**src/rtl/instr_encoder_pkg.sv**
```systemverilog
// Shared opcode, function and mnemonic definitions for the instruction
// encoder and decoder. Optional macro BYTE_WR_EN switches the memory write
// port from one 32-bit beat to four big-endian byte beats.
package instr_encoder_pkg;

    typedef enum logic [1:0] {
        stIdle  = 2'd0,
        stWrite = 2'd1,
        stDone  = 2'd2
    } stateT;

    // Mnemonic codes on the request port; code 15 is illegal
    localparam logic [3:0] mnADD  = 4'd0;
    localparam logic [3:0] mnSUB  = 4'd1;
    localparam logic [3:0] mnAND  = 4'd2;
    localparam logic [3:0] mnOR   = 4'd3;
    localparam logic [3:0] mnSLL  = 4'd4;
    localparam logic [3:0] mnSLT  = 4'd5;
    localparam logic [3:0] mnADDI = 4'd6;
    localparam logic [3:0] mnORI  = 4'd7;
    localparam logic [3:0] mnSW   = 4'd8;
    localparam logic [3:0] mnLW   = 4'd9;
    localparam logic [3:0] mnBEQ  = 4'd10;
    localparam logic [3:0] mnBNE  = 4'd11;
    localparam logic [3:0] mnBGTZ = 4'd12;
    localparam logic [3:0] mnJ    = 4'd13;
    localparam logic [3:0] mnHALT = 4'd14;

    // Primary opcodes
    localparam logic [5:0] opRFormat = 6'd0;
    localparam logic [5:0] opADDI    = 6'd8;
    localparam logic [5:0] opORI     = 6'd13;
    localparam logic [5:0] opSW      = 6'd43;
    localparam logic [5:0] opLW      = 6'd35;
    localparam logic [5:0] opBEQ     = 6'd4;
    localparam logic [5:0] opBNE     = 6'd5;
    localparam logic [5:0] opBGTZ    = 6'd7;
    localparam logic [5:0] opJ       = 6'd2;
    localparam logic [5:0] opHALT    = 6'd63;

    // R-format function codes
    localparam logic [5:0] funcADD = 6'd32;
    localparam logic [5:0] funcSUB = 6'd34;
    localparam logic [5:0] funcAND = 6'd36;
    localparam logic [5:0] funcOR  = 6'd37;
    localparam logic [5:0] funcSLL = 6'd0;
    localparam logic [5:0] funcSLT = 6'd42;

`ifdef BYTE_WR_EN
    localparam int imDataW = 8;
`else
    localparam int imDataW = 32;
`endif

endpackage

```
**src/rtl/instr_pack.sv**
```systemverilog
// Combinational mnemonic-to-machine-word packer. Forces the unused register
// or shift field to zero per instruction format and flags illegal codes.
module instr_pack
    import instr_encoder_pkg::*;
(
    input  logic [3:0]  mnem,
    input  logic [4:0]  rs,
    input  logic [4:0]  rt,
    input  logic [4:0]  rd,
    input  logic [4:0]  sa,
    input  logic [15:0] imm,
    input  logic [25:0] target,
    output logic [31:0] word,
    output logic        legal
);

    // Select the instruction format and fill its fields
    always_comb begin
        word  = 32'd0;
        legal = 1'b1;
        case (mnem)
            mnADD:   word = {opRFormat, rs, rt, rd, 5'd0, funcADD};
            mnSUB:   word = {opRFormat, rs, rt, rd, 5'd0, funcSUB};
            mnAND:   word = {opRFormat, rs, rt, rd, 5'd0, funcAND};
            mnOR:    word = {opRFormat, rs, rt, rd, 5'd0, funcOR};
            mnSLL:   word = {opRFormat, 5'd0, rt, rd, sa, funcSLL};
            mnSLT:   word = {opRFormat, rs, rt, rd, 5'd0, funcSLT};
            mnADDI:  word = {opADDI, rs, rt, imm};
            mnORI:   word = {opORI, rs, rt, imm};
            mnSW:    word = {opSW, rs, rt, imm};
            mnLW:    word = {opLW, rs, rt, imm};
            mnBEQ:   word = {opBEQ, rs, rt, imm};
            mnBNE:   word = {opBNE, rs, rt, imm};
            mnBGTZ:  word = {opBGTZ, rs, 5'd0, imm};
            mnJ:     word = {opJ, target};
            mnHALT:  word = {opHALT, 26'd0};
            default: legal = 1'b0;
        endcase
    end

endmodule

```
**src/rtl/instr_encoder.sv**
```systemverilog
// Instruction encoder: accepts one mnemonic request per handshake, packs it
// into a machine word and writes it to instruction memory at consecutive
// word addresses from BASE_ADDR. Optional macro BYTE_WR_EN splits each
// write into four big-endian byte beats at consecutive byte addresses.
module instr_encoder
    import instr_encoder_pkg::*;
#(
    parameter logic [31:0] BASE_ADDR   = 32'h0000_0000,
    parameter int          DEPTH_WORDS = 64
) (
    input  logic               CLK,
    input  logic               RST,
    input  logic               InValid,
    output logic               InReady,
    input  logic [3:0]         Mnem,
    input  logic [4:0]         Rs,
    input  logic [4:0]         Rt,
    input  logic [4:0]         Rd,
    input  logic [4:0]         Sa,
    input  logic [15:0]        Imm,
    input  logic [25:0]        Target,
    output logic [31:0]        IMAddr,
    output logic [imDataW-1:0] IMData,
    output logic               IMWr,
    output logic               Done,
    output logic               Err
);

    localparam int countW = $clog2(DEPTH_WORDS + 1);

    stateT             state;
    stateT             nextState;
    logic [countW-1:0] count;
    logic [31:0]       packedWord;
    logic              legal;
    logic [31:0]       word_p1;
    logic              halt_p1;
    logic              errPulse;
    logic              errSticky;
    logic              doneFlag;
    logic              handshake;
    logic              full;
    logic              accept;
    logic              lastBeat;
`ifdef BYTE_WR_EN
    logic [1:0]        byteIdx;
`endif

    instr_pack uPack (
        .mnem   (Mnem),
        .rs     (Rs),
        .rt     (Rt),
        .rd     (Rd),
        .sa     (Sa),
        .imm    (Imm),
        .target (Target),
        .word   (packedWord),
        .legal  (legal)
    );

    assign handshake = InValid && InReady;
    assign full      = (count == countW'(DEPTH_WORDS));
    // A request becomes a memory write only when legal and there is room
    assign accept    = handshake && !full && legal;
`ifdef BYTE_WR_EN
    assign lastBeat  = (byteIdx == 2'd3);
`else
    assign lastBeat  = 1'b1;
`endif

    // State register
    always_ff @(posedge CLK) begin
        if (!RST) begin
            state <= stIdle;
        end else begin
            state <= nextState;
        end
    end

    // Next-state: full memory wins over illegal code; DONE is absorbing
    always_comb begin
        nextState = state;
        case (state)
            stIdle: begin
                if (handshake && full) begin
                    nextState = stDone;
                end else if (accept) begin
                    nextState = stWrite;
                end
            end
            stWrite: begin
                if (lastBeat) begin
                    nextState = halt_p1 ? stDone : stIdle;
                end
            end
            stDone:  nextState = stDone;
            default: nextState = stIdle;
        endcase
    end

    // Capture the packed word on an accepted handshake (stage 1 register)
    always_ff @(posedge CLK) begin
        if (!RST) begin
            word_p1 <= 32'd0;
            halt_p1 <= 1'b0;
        end else if (accept) begin
            word_p1 <= packedWord;
            halt_p1 <= (Mnem == mnHALT);
        end
    end

    // Word counter and byte sequencer advance through the write beats
    always_ff @(posedge CLK) begin
        if (!RST) begin
            count <= '0;
`ifdef BYTE_WR_EN
            byteIdx <= 2'd0;
`endif
        end else if (state == stWrite) begin
`ifdef BYTE_WR_EN
            byteIdx <= byteIdx + 2'd1;
`endif
            if (lastBeat) begin
                count <= count + 1'b1;
            end
        end
    end

    // Status flags: illegal pulse, sticky overflow, sticky halt-written
    always_ff @(posedge CLK) begin
        if (!RST) begin
            errPulse  <= 1'b0;
            errSticky <= 1'b0;
            doneFlag  <= 1'b0;
        end else begin
            errPulse <= handshake && !full && !legal;
            if (handshake && full) begin
                errSticky <= 1'b1;
            end
            if ((state == stWrite) && lastBeat && halt_p1) begin
                doneFlag <= 1'b1;
            end
        end
    end

    // Outputs decoded from state, counter and captured word
    always_comb begin
        InReady = (state == stIdle);
        IMWr    = (state == stWrite);
        Done    = doneFlag;
        Err     = errPulse | errSticky;
`ifdef BYTE_WR_EN
        IMAddr  = BASE_ADDR + (32'(count) << 2) + 32'(byteIdx);
        case (byteIdx)
            2'd0:    IMData = word_p1[31:24];
            2'd1:    IMData = word_p1[23:16];
            2'd2:    IMData = word_p1[15:8];
            default: IMData = word_p1[7:0];
        endcase
`else
        IMAddr  = BASE_ADDR + (32'(count) << 2);
        IMData  = word_p1;
`endif
    end

endmodule

```
**config.mk**
```make
export PLATFORM = sky130hd
export DESIGN_NAME = instr_encoder
export DESIGN_NICKNAME = d
export VERILOG_FILES = /design/src/rtl/instr_encoder_pkg.sv /design/src/rtl/instr_pack.sv /design/src/rtl/instr_encoder.sv
export SDC_FILE = /design/constraint.sdc
export NUM_CORES = 1
export LEC_CHECK = 0
export ABC_AREA = 1
export CORE_MARGIN = 2
export CORE_UTILIZATION = 42
export DETAILED_ROUTE_END_ITERATION = 8
export HOLD_SLACK_MARGIN = 0.1
export PLACE_DENSITY = 0.86
export SLEW_MARGIN = 20
export SYNTH_ARGS = -nofsm -noshare
export SYNTH_HDL_FRONTEND = slang
export SYNTH_HIERARCHICAL = 1
export SYNTH_SLANG_ARGS = --single-unit
```
**constraint.sdc**
```tcl
create_clock -name CLK -period 2.13 [get_ports CLK]
set_clock_uncertainty 0.2 [all_clocks]
set_input_delay 0.213 -clock CLK [delete_from_list [all_inputs] [get_ports CLK]]
set_output_delay 0.213 -clock CLK [all_outputs]
set_load 0.005 [all_outputs]
```
# --- After elaboration in Yosys (flattened, before gate mapping) ---
# Cells that the tools add are included.
totals:
  reg_bits: 45
  output_inout_bits: 68
op_classes:
  add_sub_neg: 1
  eq_ne: 18
  muxes: 6
  bitwise: 1
  reduce_logical: 11
ops:
  columns: ["cell", "count"]
  rows:
  - ["32-bit one-hot mux with 15 select lines", 1]
  - ["4-bit equality test, second input constant", 7]
  - ["4-bit by 3-bit equality test with 1-bit output, second input constant", 4]
  - ["15-bit OR reduction", 1]
  - ["4-bit by 2-bit equality test with 1-bit output, second input constant", 2]
  - ["7-bit by 1-bit adder with 7-bit output, second input constant", 1]
  - ["7-bit equality test, second input constant", 1]
  - ["1-bit logical AND", 6]
  - ["2-bit two-way mux", 3]
  - ["2-bit one-hot mux with 3 select lines", 1]
  - ["4-bit by 1-bit equality test with 1-bit output, second input constant", 1]
  - ["4-bit logical NOT", 1]
  - ["3-bit by 1-bit != test with 1-bit output, second input constant", 1]
  - ["2-bit by 1-bit equality test with 1-bit output, second input constant", 1]
  - ["2-bit equality test, second input constant", 1]
  - ["1-bit logical NOT", 2]
  - ["2-bit logical NOT", 1]
  - ["1-bit two-way mux", 1]
  - ["1-bit bitwise OR", 1]

# --- Longest topological paths before layout ---
# Gate-level depths: netlist (run 1).
logic_depth:
  ltp_word: 7
  ltp_mapped: 12

# --- Hierarchy ---
# Netlist (run 1), hierarchy kept.
modules_own_cells:
  columns: ["mod", "n_inst", "cells_per_inst", "area_per_inst_um2", "seq_area_each_um2"]
  rows:
  - ["instr_encoder", 1, 312, 2129.5, 900.9]
  - ["instr_pack", 1, 170, 822.0, 0.0]

# --- Worst setup path after synthesis (run 1) ---
# Ideal clock, no wire load.
synth_timing:
  kind: "register to register"
  from: "reg count[0]"
  to: "reg word_p1[30] (netlist: IMData[30])"
  setup_time_ps: 113
  arrival_ps: 1283
  t_required_ps: 1817
  setup_slack_ps: 534
  path_stages_with_launch: 11
  n_path_buf: 2
  period_less_slack_ps: 1596
  cell_sequence: "dfxtp_1 inv_1 ha_1 inv_1 nor2_1 nand3_1 nand3_2 buf_6 buf_6 nor2_1 nor2_1"
synth_via:
  elab_chain_len: 4
synth_lines:
  columns: ["element", "line_no", "source"]
  rows:
  - ["from (decl)", "instr_encoder.sv:33", "logic [countW-1:0] count;"]
  - ["from (signal assigned)", "instr_encoder.sv:124", "count <= count + 1'b1;"]
  - ["7-bit equality test", "instr_encoder.sv:62", "assign full = (count == countW'(DEPTH_WORDS));"]
  - ["1-bit logical NOT", "instr_encoder.sv:64", "assign accept = handshake && !full && legal;"]
  - ["1-bit logical AND (2 in series)", "instr_encoder.sv:64", null]
  - ["to (signal assigned)", "instr_encoder.sv:107", "word_p1 <= packedWord;"]
  - ["to (decl)", "instr_encoder.sv:36", "logic [31:0] word_p1;"]
# No other way between the ends.
# A chain may end at the register's enable or synchronous reset.

# --- Worst setup path after layout (run 1) ---
layout_timing:
  from: "in Mnem[1]"
  to: "reg word_p1[23] (netlist: IMData[23])"
layout_via:
  word_cells_on_any_way: 19
  cone_classes: "14 x eq/ne; 2 x mux; 3 x reduce/logical"
layout_rtl:
  columns: ["element", "line_no", "source"]
  rows:
  - ["from (decl)", "instr_encoder.sv:15", "input logic [3:0] Mnem,"]
  - ["4-bit equality test (tied with other cells)", "instr_pack.sv:21", "case (mnem)"]
  - ["32-bit one-hot mux with 15 select lines (*)", "instr_pack.sv:21", null]
  - ["named net packedWord[23]", "instr_encoder.sv:34", "logic [31:0] packedWord;"]
# The timed path passes the listed nets; every way through them passes the cells marked *.

==> results of run 1 <==
[flip-flops by register name (all words and copies together), names as in the netlist]
register	flops
Done	1
halt_p1	1
count	7
IMData	32
errPulse	1
state	2
errSticky	1
[cells by family (layout without fill, tap and decap cells)]
kind of cell / after synthesis / count (layout) / synth area share (%)
xor+xnor: 1 / 1 / 0.297
fa+ha+maj: 2 / 2 / 0.848
buf+inv: 109 / 196 / 19.8
compound gates: 25 / 25 / 5.04
simple gates: 299 / 299 / 43.4
other cells: 1 / 25 / 0.127
flops: 45 / 45 / 30.5
[per-stage QoR]
step	util (%)	total power [mW]	hold WS, ps
after floorplan	-	1.33	197
after detailed placement	59.7	1.60	247
after global placement	59.7	1.59	236
after global routing	61.4	2.40	288
after CTS	61.4	2.28	259
final	61.4	2.26	260
[cells in the mapped netlist, types with 4 or more instances]
cell type | number | share of area [%]
nand2_1 | 163 | 21
nor2_1 | 85 | 11
inv_1 | 60 | 7.6
dfxtp_1 | 45 | 31
buf_4 | 27 | 6.9
nand3_1 | 18 | 3.1
a21oi_1 | 12 | 2.0
nor2_2 | 12 | 2.5
nand2_2 | 8 | 1.7
buf_6 | 6 | 2.3
inv_2 | 6 | 0.76
o21ai_0 | 6 | 1.0
a22o_1 | 5 | 1.5
buf_2 | 4 | 0.68
nor2_4 | 4 | 1.5
[critical path, stage by stage]
cell and delay, ps:
clkdlybuf4s50_1 590, nand2_4 180, clkinv_2 110, nand2_1 100, nand2_2 80, nor2_4 120, nand2_1 150, nand2_1 90
nand2_1 60, nor2_2 100, nor2_1 50
[layer usage]
layer / wire length [µm] / track usage [%]
met1: 3240 / 24.2
met2: 3790 / 36.8
met4: 180 / 7.69
met3: 535 / 3.86
met5: 0 / 0
[layout make-up]
cell class | instances | area share (%)
clock buffers | 7 | 2.07
clock inverters | 1 | 0.720
inverters | 67 | 6.06
multi-input cells | 352 | 37.3
flip-flops and latches | 45 | 21.6
well taps | 96 | 2.88
repair buffers | 121 | 29.3
[how the worst max path moves through the flow]
stage                   from          to  slack [ps]  cells past startpoint
finish               Mnem[1]  IMData[23]         280                     11
global route         Mnem[0]   IMData[7]         120                     11
CTS                 state[0]        IMWr         290                      3
detailed placement   Mnem[1]  IMData[23]         -20                     11
global placement     Mnem[1]   IMData[5]          70                      9
floorplan           count[0]  IMData[30]         530                     10
[power by group through the flow]
stage | Combinational (mW) | Clock (mW) | Sequential (mW)
final | 0.651 | 0.668 | 0.937
after detailed placement | 0.647 | 0 | 0.958
after CTS | 0.652 | 0.689 | 0.938
after global placement | 0.634 | 0 | 0.955
after global routing | 0.729 | 0.722 | 0.946
after floorplan | 0.365 | 0 | 0.961
==> results.toml, run 1 <==
[worst_setup_path]
required_ps = 2120
worstPathArrival_ps = 1850
setup.worst_path.start_class = "input port"
worstSetupPathType = "in2reg"
r2r-start = "count[1]"
reg2regPathDepth = 10
end_kind = "register"
reg2reg_slack_ps = 360
timing.rr.end = "IMData[23]"
critPathMaxFanout = 7

[power]
p_switching_mw = 0.627
power.density_mw_per_mm2 = 541
p_clk_share_pct = 29.6
internal-power_mw = 1.63
vdd_drop_max_uv = 271
p_sw_share_pct = 27.8
p_comb_share_pct = 28.9
pwr-share-seq_pct = 41.6
cellLeakagePower_nw = 2.06

[routing]
first_pass_iters = 4
wire_per_inst_um = 11.2
via_count = 3046
wirelength_um = 7750
postRouteAntennaNets = 0
via_per_inst = 4.42
drt_iter0_drc = 127
drc_errors = 0

[global_routing]
grt_usage_pct = 20.6
grt_pass1_wl_um = 12600
grt_pass1_vias = 2937
antenna_found_initial = 0
grt_max_degree = 41
grt.overflow.total = 0

[min_path]
hp-class = "reg2reg"
hold_depth = 2
hold_path_end = "errSticky"
min_from = "errSticky"

[layout]
multi_input_area_mm2 = 0.00156
stdcell_count = 689
fill_cells = 630
ff_latch_area_um2 = 901
diodes = 0
final_cell_area_mm2 = 0.00417
final_common_cell = "nand2_1"
final_cell_mix = "nand2_1 (163), clkdlybuf4s50_1 (111), nor2_1 (85)"
final_net_count = 663
area_delta_synth_final_pct = 41.3
drive_above_1_share_pct = 9.11

[sta]
setup_slack_ps = 279
period_share_pct = 86.9
drv_slew = 0
rsz0062_at_grt = "no"
setup_tns_ps = 0
fmax_mhz = 540
finalHoldViolations = 0
fin_crit_ps = 1850
setup_violations = 0

[logic_synthesis]
ys.flop_type = "dfxtp_1"
syn_inst = 482
ys_async_sr_fraction_pct = 0
synth-edff-count = 0
synth_warnings = 6
synthesis.area_mm2 = 0.00295
syn_avg_cell_area_um2 = 6.12
ys_seq_area_share_pct = 30.5
synth_cell_types = 30
ys_ff_latch = 45

[floorplanning]
coreArea_mm2 = 0.00679
start_util_pct = 43.4
dieHeight_um = 87.8
dieArea_mm2 = 0.00771
rows = 30
die_w_um = 87.8
io_pins = 137

[clock_network]
cts_htree_levels = 2
insertion_delay_ps = 290
cts_made_buffers = 5
post_cts_buffers = 0
cts_tree = "yes"
clk_pin_slew_worst_paths_ps = 80
clock-sinks = 45
cts_hold_buffers = 0
cts_buffer_depth = 2
cts_root_buffer = "clkbuf_8"
cts-resized-gates = 0

[placement]
post-dp-hpwl_um = 5980
place_area_mm2 = 0.00405
port_buffers = 111
gp_congestion = 0.851
place_ws_ps = -23.8
dp_cells = 681

[outcome]
status = "finished, final reports clean"

[flow_run]
cap_violations = 0
Note: power is estimated with default switching activity, not from simulation.
==> inputs of run 2 (changes only) <==
CAP_MARGIN = 20   (was not set)
CORE_UTILIZATION = 40   (was 42)
SYNTH_HIERARCHICAL = not set   (was 1)
==> results.toml, run 2 <==
[placement]
dp_cells = 606
place_ws_ps = 49.5
gp_congestion = 0.882
place_area_mm2 = 0.00375
port_buffers = 111
post-dp-hpwl_um = 5510

[global_routing]
grt_pass1_vias = 2447
grt.overflow.total = 0
grt_max_degree = 39
grt_pass1_wl_um = 11100
antenna_found_initial = 0
grt_usage_pct = 18.7

[floorplanning]
io_pins = 137
rows = 29
die_w_um = 85.7
start_util_pct = 41.6
dieHeight_um = 85.7
coreArea_mm2 = 0.00642
dieArea_mm2 = 0.00735

[outcome]
status = "complete, but fails checks"
violations = "design-rule violations"

[sta]
period_share_pct = 86.6
rsz0062_at_grt = "no"
fin_crit_ps = 1840
finalHoldViolations = 0
setup_tns_ps = 0
fmax_mhz = 542
setup_violations = 0
setup_slack_ps = 286
timing.hold.ws_ps = 255
drv_slew = 0

[routing]
first_pass_iters = 8
via_count = 2793
wirelength_um = 7010
drc_errors = 7
via_per_inst = 4.55
drt_iter0_drc = 131
postRouteAntennaNets = 0
wire_per_inst_um = 11.4

[layout]
final_net_count = 607
final_common_cell = "nand2_1"
final_cell_area_mm2 = 0.00383
diodes = 0
largest_register_ffs = 32
fin_util_pct = 59.6
drive_above_1_share_pct = 5.40
ff_latch_area_um2 = 901
final_cell_mix = "nand2_1 (138), clkdlybuf4s50_1 (111), nor2_1 (57)"
multi_input_area_mm2 = 0.00134
fill_cells = 642
stdcell_count = 614
area_delta_synth_final_pct = 43.4

[worst_setup_path]
worstPathArrival_ps = 1870
timing.rr.end = "IMData[17]"
reg2regPathDepth = 9
r2r-start = "count[0]"
required_ps = 2160
reg2reg_slack_ps = 290
end_kind = "register"
setup.worst_path.start_class = "register"
worstSetupPathType = "reg2reg"
critPathMaxFanout = 10

[logic_synthesis]
syn_inst = 425
synth_cell_types = 25
synth_top_cell_by_area = "dfxtp_1"
synth_warnings = 0
synthesis.area_mm2 = 0.00267
ys.flop_type = "dfxtp_1"
synth-edff-count = 0
yosys-top-cells-count = "nand2_1 (138), nor2_1 (57), inv_1 (53), dfxtp_1 (45), nand3_1 (34)"
synth.top_cells.by_area = "dfxtp_1 (34%), nand2_1 (19%), nor2_1 (8.0%), inv_1 (7.4%), buf_4 (7.3%)"
ys_seq_area_share_pct = 33.7
synth_top_cell_area_share_pct = 33.7
ys_ff_latch = 45
synth_most_common_cell = "nand2_1"
ys_async_sr_fraction_pct = 0
syn_avg_cell_area_um2 = 6.29

[min_path]
hp-class = "reg2reg"
min_from = "Done"
hold_path_end = "Done"
hold_depth = 2

[clock_network]
cts_htree_levels = 2
post_cts_buffers = 0
clock-sinks = 45
cts_tree = "yes"
cts-resized-gates = 0
cts_root_buffer = "clkbuf_8"
cts_hold_buffers = 0
cts_buffer_depth = 2
insertion_delay_ps = 290
clk_pin_slew_worst_paths_ps = 80
cts_made_buffers = 5

[flow_run]
cap_violations = 0

[power]
finalPower_mw = 1.97
cellLeakagePower_nw = 1.81
power.density_mw_per_mm2 = 515
vdd_drop_max_uv = 328
## run 2: worst max path at each step
stage                         from    endpoint  slack, ps
after floorplan           count[0]  IMData[26]        500
after global placement     Mnem[1]  IMData[23]         50
after detailed placement   Mnem[0]  IMData[24]         50
after CTS                 count[0]  IMData[17]        270
after global routing      count[0]  IMData[16]        100
final                     count[0]  IMData[17]        290
## run 2: cells by family (layout without fill, tap and decap cells)
logic type / Yosys count / count (layout) / synth area share [%]
adders and majority gates: 2 / 2 / 0.937
buffers and inverters: 95 / 183 / 19.4
and+or+nand+nor: 248 / 248 / 39.2
AOI/OAI and AO/OA: 34 / 34 / 6.60
other: 1 / 25 / 0.140
DFF: 45 / 45 / 33.7
## run 2: where the power goes
group / total (mW) / internal [mW] / switching, mW
clock: 0.515 / 0.232 / 0.283
sequential: 0.920 / 0.893 / 0.0274
combinational: 0.539 / 0.295 / 0.243
total: 1.97 / 1.42 / 0.553
## run 2: metal layers
layer	wire length (µm)	GRT usage (%)	share of wire (%)
met5	0	0	0
met1	2870	23.1	41
met3	555	4.14	7.9
met4	205	7.07	2.9
met2	3370	32.0	48
## run 2: critical path, cell delays in order, from the launching register on
cell and delay [ps]:
dfxtp_1 380, inv_1 70, ha_1 190, nand2_1 60, inv_1 30, nand3_1 200
nand2_1 170, nor2_4 240, nand2_1 90, a21oi_1 140
## run 2: cell type report
cell class	instances	area share [%]
Inverter	57	5.72
Clock inverter	1	0.196
Tap cell	77	2.52
Timing Repair Buffer	118	31.0
Clock buffer	7	1.99
Multi-Input combinational cell	309	35.0
Sequential cell	45	23.5
